==> src/rtl/mc_ctrl.sv <==
// mc_ctrl: multicycle control sequencer for the MIPS core.
// Walks each instruction through FETCH/DECODE/EXEC/[MEM]/[WB], handshakes with
// instruction and data memory, flags illegal encodings and memory timeouts,
// and counts retired instructions.
module mc_ctrl #(
  parameter int TIMEOUT = 16,
  parameter int CNT_W   = 32
) (
  input  logic             CLK,
  input  logic             RST,
  input  logic             run,
  input  logic [31:0]      Ins,
  output logic             imem_req,
  input  logic             imem_ack,
  output logic             dmem_req,
  output logic             dmem_we,
  input  logic             dmem_ack,
  output logic             IR_we,
  output logic             PC_we,
  output logic             MDR_we,
  output logic             RF_we,
  output logic [1:0]       RegDst,
  output logic [1:0]       WB_sel,
  output logic [2:0]       state,
  output logic             err,
  output logic [CNT_W-1:0] retired
);

  localparam int WAIT_W = (TIMEOUT > 2) ? $clog2(TIMEOUT) : 1;
  localparam logic [WAIT_W-1:0] WAIT_LAST = WAIT_W'(TIMEOUT - 1);

  typedef enum logic [2:0] {
    S_FETCH  = 3'd0,
    S_DECODE = 3'd1,
    S_EXEC   = 3'd2,
    S_MEM    = 3'd3,
    S_WB     = 3'd4,
    S_IDLE   = 3'd5,
    S_ERR    = 3'd7
  } state_t;

  // Instruction class, enough to steer the sequence after DECODE.
  typedef enum logic [2:0] {
    C_ILL  = 3'd0,
    C_BR   = 3'd1,  // J, JR, BEQ, BNE: finish in EXEC
    C_LW   = 3'd2,
    C_SW   = 3'd3,
    C_RALU = 3'd4,
    C_IALU = 3'd5,
    C_JAL  = 3'd6,
    C_JALR = 3'd7
  } cls_t;

  state_t            state_q, state_d;
  cls_t              cls_q, cls_d, cls_dec;
  logic [WAIT_W-1:0] wait_q, wait_d;
  logic [CNT_W-1:0]  retired_q, retired_d;
  logic              retire;

  // Only opcode and funct matter for sequencing; register/immediate fields do not.
  logic unused_ins;
  assign unused_ins = ^Ins[25:6];

  function automatic cls_t classify(input logic [31:0] ins);
    cls_t c;
    c = C_ILL;
    case (ins[31:26])
      6'd0: begin
        case (ins[5:0])
          6'h20, 6'h21, 6'h22, 6'h23, 6'h24,
          6'h25, 6'h26, 6'h27, 6'h2A, 6'h2B: c = C_RALU;
          6'h08:                             c = C_BR;
          6'h09:                             c = C_JALR;
          default:                           c = C_ILL;
        endcase
      end
      6'd2, 6'd4, 6'd5:                       c = C_BR;
      6'd3:                                   c = C_JAL;
      6'd8, 6'd9, 6'd10, 6'd12, 6'd13, 6'd14: c = C_IALU;
      6'd35:                                  c = C_LW;
      6'd43:                                  c = C_SW;
      default:                                c = C_ILL;
    endcase
    return c;
  endfunction

  // Decode the instruction register contents for the DECODE step.
  always_comb begin
    cls_dec = classify(Ins);
  end

  // Next-state, wait counter and all control outputs; outputs depend only on
  // the current state (plus the ack inputs), so reset drops them immediately.
  always_comb begin
    state_d   = state_q;
    cls_d     = cls_q;
    wait_d    = '0;
    retire    = 1'b0;
    imem_req  = 1'b0;
    dmem_req  = 1'b0;
    dmem_we   = 1'b0;
    IR_we     = 1'b0;
    PC_we     = 1'b0;
    MDR_we    = 1'b0;
    RF_we     = 1'b0;
    RegDst    = 2'd0;
    WB_sel    = 2'd0;
    case (state_q)
      S_IDLE: begin
        if (run) state_d = S_FETCH;
      end
      S_FETCH: begin
        imem_req = 1'b1;
        IR_we    = imem_ack;
        if (imem_ack)               state_d = S_DECODE;
        else if (wait_q == WAIT_LAST) state_d = S_ERR;
        else                        wait_d  = wait_q + WAIT_W'(1);
      end
      S_DECODE: begin
        cls_d   = cls_dec;
        state_d = (cls_dec == C_ILL) ? S_ERR : S_EXEC;
      end
      S_EXEC: begin
        PC_we = 1'b1;
        case (cls_q)
          C_BR: begin
            retire  = 1'b1;
            state_d = run ? S_FETCH : S_IDLE;
          end
          C_LW, C_SW: state_d = S_MEM;
          default:    state_d = S_WB;
        endcase
      end
      S_MEM: begin
        dmem_req = 1'b1;
        dmem_we  = (cls_q == C_SW);
        if (dmem_ack) begin
          MDR_we = (cls_q == C_LW);
          if (cls_q == C_SW) begin
            retire  = 1'b1;
            state_d = run ? S_FETCH : S_IDLE;
          end else begin
            state_d = S_WB;
          end
        end else if (wait_q == WAIT_LAST) begin
          state_d = S_ERR;
        end else begin
          wait_d = wait_q + WAIT_W'(1);
        end
      end
      S_WB: begin
        RF_we   = 1'b1;
        retire  = 1'b1;
        state_d = run ? S_FETCH : S_IDLE;
        case (cls_q)
          C_RALU:  begin RegDst = 2'd1; WB_sel = 2'd0; end
          C_LW:    begin RegDst = 2'd0; WB_sel = 2'd1; end
          C_JAL:   begin RegDst = 2'd2; WB_sel = 2'd2; end
          C_JALR:  begin RegDst = 2'd1; WB_sel = 2'd2; end
          default: begin RegDst = 2'd0; WB_sel = 2'd0; end
        endcase
      end
      S_ERR: begin
        state_d = S_ERR;
      end
      default: begin
        state_d = S_ERR;
      end
    endcase
  end

  // Retire counter advances on the cycle an instruction leaves its last state.
  always_comb begin
    retired_d = retired_q;
    if (retire) retired_d = retired_q + CNT_W'(1);
  end

  // State, class, wait counter and retire count registers.
  always_ff @(posedge CLK or negedge RST) begin
    if (!RST) begin
      state_q   <= S_IDLE;
      cls_q     <= C_ILL;
      wait_q    <= '0;
      retired_q <= '0;
    end else begin
      state_q   <= state_d;
      cls_q     <= cls_d;
      wait_q    <= wait_d;
      retired_q <= retired_d;
    end
  end

  assign state   = state_q;
  assign err     = (state_q == S_ERR);
  assign retired = retired_q;

endmodule
==> config.mk <==
export PLATFORM = sky130hd
export DESIGN_NAME = mc_ctrl
export DESIGN_NICKNAME = d
export VERILOG_FILES = /design/src/rtl/mc_ctrl.sv
export SDC_FILE = /design/constraint.sdc
export NUM_CORES = 1
export LEC_CHECK = 0
export BUFFER_PORTS_ARGS = -buffer_cell sky130_fd_sc_hd__clkbuf_2
export CAP_MARGIN = 5
export CORE_MARGIN = 5
export CORE_UTILIZATION = 40
export DETAILED_ROUTE_END_ITERATION = 8
export GPL_ROUTABILITY_DRIVEN = 0
export GPL_TIMING_DRIVEN = 0
export PLACE_DENSITY = 0.67
export SYNTH_ARGS = -nofsm -noshare
export SYNTH_HDL_FRONTEND = slang
export SYNTH_SLANG_ARGS = --single-unit
==> constraint.sdc <==
create_clock -name CLK -period 4 [get_ports CLK]
set_input_delay 0.8 -clock CLK [delete_from_list [all_inputs] [get_ports CLK]]
set_output_delay 0.8 -clock CLK [all_outputs]
set_load 0.05 [all_outputs]
== Yosys cells after proc, flatten, opt, wreduce, memory -nomap -nowiden ==
Index checks and enable logic that the tools add are counted.

* Bits of input ports: 37
* Flip-flop bits (word level): 42
* Output and inout bits: 47

* Equality and inequality tests: 38
* $add $sub $neg: 2
* Reductions and logical operators: 9
* Muxes and demuxes: 31

{| class="wikitable"
|+ Operators with widths
! kind !! count
|-
| equality test 6 bit (second input constant) || 12
|-
| equality test 6 x 4 -> 1 bit (second input constant) || 8
|-
| case mux 3 bit (6 select lines) || 2
|-
| adder 32 x 1 -> 32 bit (second input constant) || 1
|-
| two-way mux 3 bit || 7
|-
| equality test 3 bit (second input constant) || 6
|-
| equality test 3 x 2 -> 1 bit (second input constant) || 4
|-
| equality test 6 x 2 -> 1 bit (second input constant) || 2
|-
| equality test 6 x 3 -> 1 bit (second input constant) || 2
|-
| two-way mux 4 bit || 3
|-
| two-way mux 1 bit || 11
|-
| OR reduction 10 bit || 1
|-
| case mux 3 bit (3 select lines) || 1
|-
| case mux 2 bit (2 select lines) || 2
|-
| case mux 4 bit (2 select lines) || 1
|-
| equality test 3 x 1 -> 1 bit (second input constant) || 2
|-
| logical NOT 3 bit || 2
|-
| logical NOT 6 bit || 1
|-
| case mux 3 bit (2 select lines) || 1
|-
| OR reduction 2 bit || 3
|-
| OR reduction 6 bit || 1
|-
| adder 4 x 1 -> 4 bit (second input constant) || 1
|-
| equality test 4 bit (second input constant) || 1
|-
| two-way mux 2 bit || 2
|-
| other kinds (3) || 3
|}

== Logic depth before layout (Yosys ltp) ==
* Depth after elaboration: 7
* Gate-level depth with buffers: 8

== Worst setup path after synthesis ==
No wires, ideal clock.

* Path kind: register -> output
* Start point: register state_q[2], in the netlist state[2]
* End point: output RegDst[1]
* Stages on the path, launching flop included: 5
* Arrival: 2,721 ps
* Data required time: 3,200 ps
* Path slack: 479 ps
* Buffers on the path: 1
* Path through: dfstp_2 buf_6 nor3b_2 and3_1 and2_1

* Longest elaborated chain between the ends: 2

{| class="wikitable"
|+ Ends and longest elaborated chain
! element !! RTL line !! text
|-
| from (decl) || 54 || <nowiki>state_t state_q, state_d;</nowiki>
|-
| from (signal assigned) || 186 || <nowiki>state_q <= state_d;</nowiki>
|-
| equality test 3 bit || 108 || <nowiki>case (state_q)</nowiki>
|-
| two-way mux 2 bit || 108 ||
|-
| to (decl) || 22 || <nowiki>output logic [1:0] RegDst,</nowiki>
|}

Every way passes these cells.

== Final worst setup path ==
Ends and elaborated chain as after synthesis.

==> results.tsv <==
stage	metric	value	unit
finish	layout.nets	328	
placement	port_buffers	63	
die	boundaryPins	84	
global_routing	grt_pass1_wl	8810	µm
clock_network	holdBufCountCts	0	
status	status	completed	
sta	finalSetupTns	0	ps
global_routing	use_met2	0.246	
sta	max_freq	0.370	GHz
finish	layout-drive-gt1-share	0.314	
finish	synthToLayoutAreaGrowth	21.8	%
power_and_ir_drop	p_leak	1.34	nW
detailed_routing	vias	1923	
synthesis	syn-num-nets	258	
synthesis	synth_flop_cell	dfrtp_1	
global_routing	antenna_found_initial	0	
clock_network	htreeDepth	2	
global_routing	grt_pass1_vias	1870	
sta	rsz0062_at_grt	false	
power_and_ir_drop	power.total	1.55	mW
worst_setup_path	worst-path-max-fanout	10	
sta	setup_viol	0	
clock_network	cts.sinks	42	
die	fp.dieArea	7310	µm²
sta	period_needed	2700	ps
synthesis	synth_edf_count	0	
job	maxCapViolations	0	
synthesis	synth_area	2280	µm²
clock_network	clock_latency	290	ps
detailed_routing	post_drt_wl_per_cell	13.8	µm
detailed_routing	ant_nets	0	
synthesis	synth-seq-cells	42	
global_routing	grt_overflow	0	
worst_setup_path	cp_data_arrival_time	1900	ps
die	core_area	5510	µm²
worst_setup_path	worst-setup-path-type	flip-flop to output port	
sta	worst_slew_pin_slew	1060	ps
global_routing	grt_max_degree	43	
sta	finalCritPeriodShare	0.675	
finish	regArea	1050	µm²
detailed_routing	drc	0	
finish	antenna_cells	0	
sta	hold_violations	0	
detailed_routing	drtIter0Drc	45	
global_routing	gr-usage-met3	0.0355	
sta	clock-skew-final	8.74	ps
synthesis	yosys_warnings	0	
global_routing	grtUsageMet1	0.190	
clock_network	postCtsSetupBuffers	0	
finish	n_fill_cell	525	
synthesis	netlist_top_cells_area	dfrtp_1 (44%), xnor2_1 (12%), and3_1 (4.9%), nand3_1 (3.5%), nand4_1 (3.0%)	
synthesis	seq_area_frac_synth	0.462	
die	dieHeight	85.5	µm
sta	relSlewSlack	0.294	
power_and_ir_drop	ir_worst_vdd	0.000481	V
worst_setup_path	required	3200	ps
synthesis	synth_top_area_cell	dfrtp_1	
hold_path	hold_path.class	flip-flop to flip-flop	
synthesis	ys_async_sr_fraction	1.00	
clock_network	clk_path_buf_depth	2	
finish	multi_input_area	1120	µm²
clock_network	ctsResizeCount	0	
global_routing	top_usage_layer	met2	
clock_network	path_clk_slew	80	ps
detailed_routing	vias_per_cell	5.31	
synthesis	avgSynthCellArea	10.4	µm²
synthesis	synth_top_area_frac	0.439	
power_and_ir_drop	power.density	557	nW/µm²
clock_network	root_buffer	clkbuf_8	
die	dieWidth	85.5	µm
synthesis	ys_types	46	
detailed_routing	wirelength	5010	µm
placement	place_hpwl	3760	µm
synthesis	netlist_instances	219	
clock_network	numCtsBuffers	5	
worst_setup_path	crit_path_end_kind	output port	
clock_network	cts_tree	built	
worst_setup_path	cp-start-kind	flip-flop	
detailed_routing	dr.pass1.iters	4	
die	row_count	27	
die	initial_core_util	0.414	
sta	slew_viol_final	0	
global_routing	grt.total_usage	0.146	
-- where the power goes --
part | switching [mW] | leakage [nW] | total (mW) | internal, mW
clock network | 0.152 | 0.0408 | 0.277 | 0.125
registers | 0.0650 | 0.563 | 0.559 | 0.494
logic | 0.495 | 0.739 | 0.712 | 0.217
total | 0.712 | 1.34 | 1.55 | 0.836
-- synthesized netlist by cell type (3+ instances only) --
cell type / count
nor3_1: 4
nand2b_1: 3
nand3_1: 16
dfrtp_1: 40
nor2_1: 7
nand4_1: 11
and4_1: 6
buf_2: 3
xnor2_1: 32
nand2_1: 10
buf_4: 4
inv_1: 6
and3_1: 18
and2_1: 3
a21oi_1: 7
o21ai_0: 9
buf_6: 3
-- critical path, cell delays in order, from the launching register on --
cell and delay (ps):
dfstp_2 550, buf_6 130, nor3b_2 320, and3_1 220, and2_1 120, clkbuf_2 270
-- cells in the final DEF, fill, tap and decap left out, types with 6 or more instances in the layout --
cell type,n
o21ai_0,9
nand2_1,10
xnor2_1,32
a21oi_1,7
nand3_1,16
nand4_1,11
nor2_1,7
dfrtp_1,40
inv_1,6
and3_1,18
clkbuf_2,63
and4_1,6
-- kinds of logic after synthesis --
group | synth area share
AOI/OAI and AO/OA | 0.0939
xor gates and xnor gates | 0.127
adders and majority gates | 0.0110
DFF | 0.462
muxes | 0.00933
and+or+nand+nor | 0.252
buffers and inverters | 0.0445
-- metrics by stage --
step | hold slack, ps | instance area (µm²) | worst slack (ps) | utilization | cells
2_1_floorplan | 465 | 2280 | 479 | - | 219
4_1_cts | 486 | 2780 | 1260 | 0.504 | 362
6_report | 477 | 2780 | 1300 | 0.504 | 362
5_1_grt | 518 | 2780 | 1180 | 0.504 | 362
3_5_place_dp | 472 | 2690 | 1590 | 0.488 | 354
3_3_place_gp | 460 | 2690 | 1590 | 0.488 | 354
-- registers in the layout, indices dropped and copies added, names as in the netlist --
name,count
retired,32
state,3
cls_q,3
wait_q,4
-- worst paths after layout --
| kind | end | start | slack, ps | depth (start not counted) |
|---|---|---|---|---|
| max | RegDst[1] | state[2] | 1300 | 5 |
| min | retired[31] | retired[31] | 480 | 1 |
| max reg2reg | state[0] | state[0] | 1990 | 5 |
| min reg2reg | retired[31] | retired[31] | 480 | 1 |
| max in group asynchronous | retired[26] | RST | 2670 | 1 |
| min in group asynchronous | retired[20] | RST | 670 | 1 |
-- routing by layer --
metal  vias up  wire [µm]
met5         -          0
met4         0         25
met1       932       2240
li1        931          -
met2        56       2430
met3         4        316
-- final cells by class --
cell class / count / area share
Clock buffer: 5 / 0.0248
Clock inverter: 3 / 0.00856
Tap cell: 72 / 0.0324
Sequential cell: 42 / 0.379
Inverter: 6 / 0.00811
Multi-Input combinational cell: 161 / 0.405
Timing Repair Buffer: 63 / 0.114
Buffer: 10 / 0.0284
Power figures use the tool's default switching activity.
